`src/rtl/game_pkg.sv`:
```
// Shared game definitions: lane state encoding and the
// one-hot Player lane vectors also used by the obstacle stage.
package game_pkg;

  localparam int PLAYER_W = 7;

  typedef enum logic [1:0] {
    LANE0 = 2'd0,
    LANE1 = 2'd1,
    LANE2 = 2'd2
  } lane_t;

  localparam logic [PLAYER_W-1:0] PLAYER_L0 = 7'b0000001;
  localparam logic [PLAYER_W-1:0] PLAYER_L1 = 7'b0000100;
  localparam logic [PLAYER_W-1:0] PLAYER_L2 = 7'b0010000;

endpackage

```
`src/rtl/btn_debounce.sv`:
```
// Button synchroniser, debounce and press detect.
// Debounce counter present only with PLAYER_DEBOUNCE_EN defined.
module btn_debounce
  import game_pkg::*;
#(
  parameter int DEBOUNCE_CYCLES = 1_000_000
) (
  input  logic clk,
  input  logic reset,
  input  logic btn,
  output logic press
);

  logic s1;
  logic s2;
  logic db;
  logic db_prev;

  // Two-flop synchroniser for the asynchronous raw button
  always_ff @(posedge clk) begin
    if (!reset) begin
      s1 <= 1'b0;
      s2 <= 1'b0;
    end else begin
      s1 <= btn;
      s2 <= s1;
    end
  end

`ifdef PLAYER_DEBOUNCE_EN
  localparam int CW = $clog2(DEBOUNCE_CYCLES + 1);
  localparam logic [CW-1:0] LAST = CW'(DEBOUNCE_CYCLES - 1);

  logic [CW-1:0] cnt;

  // Accept a new level only after it stays stable long enough
  always_ff @(posedge clk) begin
    if (!reset) begin
      db  <= 1'b0;
      cnt <= '0;
    end else if (s2 == db) begin
      cnt <= '0;
    end else if (cnt == LAST) begin
      db  <= s2;
      cnt <= '0;
    end else begin
      cnt <= cnt + CW'(1);
    end
  end
`else
  logic unused_cfg;

  assign unused_cfg = (DEBOUNCE_CYCLES != 0);
  assign db = s2;
`endif

  // Previous debounced level for rising-edge detect
  always_ff @(posedge clk) begin
    if (!reset) begin
      db_prev <= 1'b0;
    end else begin
      db_prev <= db;
    end
  end

  assign press = db & ~db_prev;

endmodule

```
`src/rtl/player_lane_ctrl.sv`:
```
// Three-lane player position from left/right buttons.
// PLAYER_DEBOUNCE_EN selects the counter-based button debounce.
module player_lane_ctrl
  import game_pkg::*;
#(
  parameter int DEBOUNCE_CYCLES = 1_000_000
) (
  input  logic                Clk,
  input  logic                Reset,
  input  logic                BtnL,
  input  logic                BtnR,
  input  logic                Freeze,
  output logic [PLAYER_W-1:0] Player,
  output logic                Moved
);

  logic press_l;
  logic press_r;
  logic go_l;
  logic go_r;
  lane_t lane;

  btn_debounce #(
    .DEBOUNCE_CYCLES(DEBOUNCE_CYCLES)
  ) u_left (
    .clk  (Clk),
    .reset(Reset),
    .btn  (BtnL),
    .press(press_l)
  );

  btn_debounce #(
    .DEBOUNCE_CYCLES(DEBOUNCE_CYCLES)
  ) u_right (
    .clk  (Clk),
    .reset(Reset),
    .btn  (BtnR),
    .press(press_r)
  );

  // Simultaneous presses cancel; frozen presses are dropped
  assign go_l = press_l & ~press_r & ~Freeze;
  assign go_r = press_r & ~press_l & ~Freeze;

  // Lane FSM with registered Player vector and Moved pulse
  always_ff @(posedge Clk) begin
    if (!Reset) begin
      lane   <= LANE1;
      Player <= PLAYER_L1;
      Moved  <= 1'b0;
    end else begin
      Moved <= 1'b0;
      unique case (1'b1)
        go_l && (lane == LANE2): begin
          lane   <= LANE1;
          Player <= PLAYER_L1;
          Moved  <= 1'b1;
        end
        go_l && (lane == LANE1): begin
          lane   <= LANE0;
          Player <= PLAYER_L0;
          Moved  <= 1'b1;
        end
        go_r && (lane == LANE0): begin
          lane   <= LANE1;
          Player <= PLAYER_L1;
          Moved  <= 1'b1;
        end
        go_r && (lane == LANE1): begin
          lane   <= LANE2;
          Player <= PLAYER_L2;
          Moved  <= 1'b1;
        end
        default: begin
        end
      endcase
    end
  end

endmodule
```
`config.mk`:
```
export PLATFORM = sky130hd
export DESIGN_NAME = player_lane_ctrl
export DESIGN_NICKNAME = d
export VERILOG_FILES = /design/src/rtl/game_pkg.sv /design/src/rtl/btn_debounce.sv /design/src/rtl/player_lane_ctrl.sv
export SDC_FILE = /design/constraint.sdc
export NUM_CORES = 1
export LEC_CHECK = 0
export ABC_AREA = 1
export CAP_MARGIN = 0
export CORE_AREA = 3 3 40 42
export CTS_CLUSTER_SIZE = 28
export DETAILED_ROUTE_END_ITERATION = 12
export DIE_AREA = 0 0 43 45
export GPL_TIMING_DRIVEN = 0
export PLACE_DENSITY_LB_ADDON = 0.1
export SETUP_SLACK_MARGIN = 0.4
export SLEW_MARGIN = 20
export SYNTH_ARGS = -nofsm -noshare
export SYNTH_HDL_FRONTEND = slang
export SYNTH_SLANG_ARGS = --single-unit
```
`constraint.sdc`:
```
create_clock -name Clk -period 1.2 [get_ports Clk]
set_clock_uncertainty 0.15 [all_clocks]
set_input_delay 0.18 -clock Clk [delete_from_list [all_inputs] [get_ports Clk]]
set_output_delay 0.18 -clock Clk [all_outputs]
set_load 0.05 [all_outputs]
```
### Yosys cells after proc, flatten, opt, wreduce, memory -nomap -nowiden

Cells that the tools add are included.

| word-level totals | value |
|---|---|
| bits in read-only memories | 0 |
| memories kept | 0 |
| word-level logic and storage cells | 33 |
| latch bits | 0 |
| bits of input ports | 5 |
| flip-flop bits (word level) | 16 |
| bits in writable memories | 0 |

| operators by class | value |
|---|---|
| mux-type cells | 3 |
| div/mod/pow operators | 0 |
| add/sub/neg operators | 0 |
| equality and inequality tests | 2 |
| $lt $le $gt $ge | 0 |
| reduce and logical (&&, ||, !) cells | 8 |
| $mul | 0 |
| shift-type cells | 0 |
| bitwise logic cells | 11 |

Operator list:

| operator | number |
|---|---|
| $pmux W7 S3 | 1 |
| $and A1 B1 Y1 | 6 |
| $pmux W2 S3 | 1 |
| $not A1 Y1 | 5 |
| $logic_and A1 B1 Y1 | 4 |
| $reduce_or A4 Y1 | 1 |
| $reduce_bool A3 Y1 | 1 |
| $eq A2 B1 Y1 const B | 1 |
| $eq A2 B2 Y1 const B | 1 |
| $logic_not A2 Y1 | 1 |
| $reduce_or A2 Y1 | 1 |
| $mux W1 | 1 |

### Logic depth before layout (Yosys ltp)

| depth | value |
|---|---|
| depth after elaboration | 8 |
| depth in mapped cells | 9 |
| gate-level depth less buffers | 9 |

### Cells and area by module

A second synthesis with hierarchy kept.

| unflattened totals | value |
|---|---|
| cells, all modules | 54 |
| area, all modules | 414.1 um^2 |

By module, submodules not included:

| module | area each (um^2) | times used | sequential area each (um^2) | cells an instance |
|---|---|---|---|---|
| player_lane_ctrl | 229.0 | 1 | 80.1 | 32 |
| btn_debounce | 92.6 | 2 | 60.1 | 11 |

### Worst setup path before layout

No wires, ideal clock.

| timing | value |
|---|---|
| kind | reg-to-reg |
| start point | register Player[4] (netlist name) |
| end point | register Player[4] |
| stages on the path, launching flop included | 5 |
| clock period less this slack | 1431 ps |
| path slack | -231 ps |
| arrival | 1215 ps |
| path through | dfxtp_1 > nor2_2 > o21ai_2 > nand3_1 > a21oi_2 |

RTL lines:

| item | RTL line | text |
|---|---|---|
| end signal: assignment | player_lane_ctrl.sv:49 | `Player <= PLAYER_L1;` |
| end signal: assignment | player_lane_ctrl.sv:56 | `Player <= PLAYER_L1;` |
| end signal: assignment | player_lane_ctrl.sv:61 | `Player <= PLAYER_L0;` |
| end: declaration | player_lane_ctrl.sv:13 | `output logic [PLAYER_W-1:0] Player,` |

### Worst setup path in the final report

| timing | value |
|---|---|
| start point | register u_right.s2 (netlist: u_right.db) |
| end point | register lane[0] |

| between the ends | value |
|---|---|
| longest elaborated chain between the ends | 7 |
| elaborated cells between the ends (all ways) | 13 |

Ends and longest elaborated chain:

| item | RTL line | text |
|---|---|---|
| start: declaration | btn_debounce.sv:15 | `logic s2;` |
| start signal: assignment | btn_debounce.sv:23 | `s2 <= 1'b0;` |
| start signal: assignment | btn_debounce.sv:26 | `s2 <= s1;` |
| $and A1 B1 Y1 * | btn_debounce.sv:66 | `assign press = db & ~db_prev;` |
| $not A1 Y1 | player_lane_ctrl.sv:42 | `assign go_l = press_l & ~press_r & ~Freeze;` |
| $and A1 B1 Y1 (2 in series) | player_lane_ctrl.sv:42 |  |
| $logic_and A1 B1 Y1 | player_lane_ctrl.sv:54 | `go_l && (lane == LANE2): begin` |
| $reduce_or A2 Y1 (no line) | n/a |  |
| $pmux W2 S3 / $reduce_bool A3 Y1 (equally long branches) | n/a |  |
| end signal: assignment | player_lane_ctrl.sv:48 | `lane <= LANE1;` |
| end signal: assignment | player_lane_ctrl.sv:55 | `lane <= LANE1;` |
| end signal: assignment | player_lane_ctrl.sv:60 | `lane <= LANE0;` |
| end: declaration | player_lane_ctrl.sv:21 | `lane_t lane;` |

Mark *: on every way between the ends. The rest lies on a longest branch, timed or not.
A chain may end at the register's enable or synchronous reset.

==> results.yml <==
outcome:
  outcome: "finished, final reports clean"
route:
  drc: 0
  viasPerCell: 4.02
  wl_per_cell_microns: 8.34
  ant_nets: 0
  drt_pre_antenna_iters: 4
  drt_iter0_drc: 2
  num_vias: 358
  drt-total-wl_microns: 742
pwr:
  p_switching_uw: 210
  pwr-share-clk: 0.378
  ir_drop_mv: 0.641
  power_frac_seq: 0.452
  p_comb_frac: 0.169
  power_density_nw_per_um2: 1210
  finalPower_uw: 787
  p_int_uw: 577
  netSwitchingFraction: 0.267
  power.leakage_uw: 0.000323
cts:
  clk_path_buf_depth: 2
  ctsHtreeMaxLevel: 1
  tritoncts: "yes"
  clkLatencyLatePin_ps: 260
  cts.sinks: 10
  clock-root-buffer: "clkbuf_4"
  cts.clk_slew.worst_paths_ps: 70
  numCtsBuffers: 3
sta:
  slew_violations: 0
  layout_min_cycle_time_ps: 1180
  setup_violations: 0
  hold_viol: 0
  timing.hold.ws_ps: 122
  fmax_ghz: 0.848
  tns_ps: 0
  grt_setup_unrepaired: "true"
  timing.final.crit_share: 0.983
die:
  die_area_sq_um: 1940
  die_w_microns: 43
  placementRows: 13
  fp.dieH_microns: 45
  core_sq_um: 1280
  io_pins: 13
  start_util: 0.351
final_layout:
  layout_common_cells: "nand2_1, inv_1, inv_2"
  fin_cells: 89
  nets: 80
  syn2layout_area_growth_pct: 43.9
  fin_area_sq_um: 648
  drive_gt1_frac: 0.514
  n_antenna_cell: 0
  nFillCells: 133
  layout_commonest_cell: "nand2_1"
setup_path:
  critPathKind: "flip-flop to flip-flop"
  path_cells: "inv_2 -> nor2_4 -> inv_2 -> nor2_4 -> o21ai_2 -> nand3_1 -> nand3_1"
  crit_slowest_cell: "dfxtp_2"
  crit_buf_inv: 2
  worst_setup_path_end_kind: "flip-flop"
  critPathArrivalTime_ps: 1160
  max_stage_delay_ps: 330
  critPathMaxFanout: 3
  start_kind: "flip-flop"
  crit_required_ps: 1180
  crit_family: "simple AND/OR/NAND/NOR gates"
global_route:
  gr-usage-all-layers: 0.0934
  grt_overflow: 0
  grt_pass1_wl_microns: 1260
  antenna_found_initial: 0
  grt_pass1_vias: 303
  grt_max_degree: 10
run:
  maxCapViolCount: 0
worst_hold_path:
  hold_class: "input port to flip-flop"
placed_design:
  port_buffers: 7
  placed_cells_incl_taps: 84
  place_area_sq_um: 567
  place.gp.congestion: 0.783
  hpwl_microns: 514
synth:
  synth.top_cell.area_share: 0.444
  yosys.area.top_type: "dfxtp_1"
  ys_ff_latch: 10
  syn_area_per_cell_sq_um: 7.63
  synthCells: 59
  ys_types: 16
  synth.yosys.seq_area_share: 0.444
  syn-cell-area_sq_um: 450
  yosys_warnings: 0
  ys_top_cells_by_area: "dfxtp_1, nand2_1, inv_1, buf_4, nor2_4"
-- power by group through the flow --
stage	combinational (uW)	clock, uW	sequential [uW]
after floorplan	79.9	0	378
after global placement	123	0	360
after detailed placement	124	0	360
after CTS	131	311	355
after global routing	143	332	357
final	133	298	356
-- routing by layer --
metal  global-route usage  vias to the layer above  wire length (microns)
li1                     -                      195                      -
met1                0.109                      145                    323
met2                0.129                       13                    316
met3               0.0239                        5                     66
met4                0.108                        0                     36
met5                    0                        -                      0
-- state kept, by name (all words and copies together), names as in the netlist --
signal,cells
Moved,1
lane,1
u_right.db,1
u_right.s1,1
u_right.db_prev,1
u_left.db_prev,1
u_left.db,1
Player,2
u_left.s1,1
-- kinds of logic after synthesis --
kind of cell           synth area share
and+or+nand+nor                   0.275
buffers and inverters             0.192
DFF                               0.444
AOI/OAI and AO/OA                0.0806
other                           0.00833
-- worst min-delay path: stages --
cell      delay, ps
clkbuf_1        190
nand2_1         100
inv_1            30
-- path summary, 6_finish.rpt --
| check | start | end | slack [ps] | cells after the start |
|---|---|---|---|---|
| worst min register to register | u_right.s1 | u_right.db | 260 | 2 |
| worst min-delay path | Reset | u_left.db | 120 | 3 |
| worst max register to register | u_right.db | lane[0] | 20 | 7 |
| worst max-delay path | u_right.db | lane[0] | 20 | 7 |
-- cell usage after synthesis --
cell,n
a21oi_1,2
a21oi_2,1
buf_4,4
clkbuf_1,1
conb_1,1
dfxtp_1,10
inv_1,9
inv_2,5
nand2_1,11
nand2_2,1
nand3_1,4
nand3_2,1
nor2_1,3
nor2_2,2
nor2_4,2
o21ai_2,2
-- stage by stage --
stage | utilization | setup WS [ps]
final | 0.504 | 20.8
after global routing | 0.504 | -43.9
after CTS | 0.495 | 54.8
after detailed placement | 0.441 | -296
after global placement | 0.441 | -299
after floorplan | - | 72.7
-- timing repair --
action | in CTS | in global routing
gates resized for setup | 36 | 3
endpoints found under the setup margin | 8 | 8
hold endpoints to repair | 0 | 0
setup buffers | 1 | 0
hold buffers | 0 | 0
pin swaps | 8 | 3
-- area by class of cell --
class,count,area [sq um],area share
inverters,14,52.6,0.0811
flip-flops and latches,10,211,0.326
plain buffers,5,33.8,0.0521
repair buffers,8,92.6,0.143
well taps,15,18.8,0.0290
multi-input cells,33,203,0.313
clock buffers,4,36.3,0.0560
Note: power is estimated with default switching activity, not from simulation.
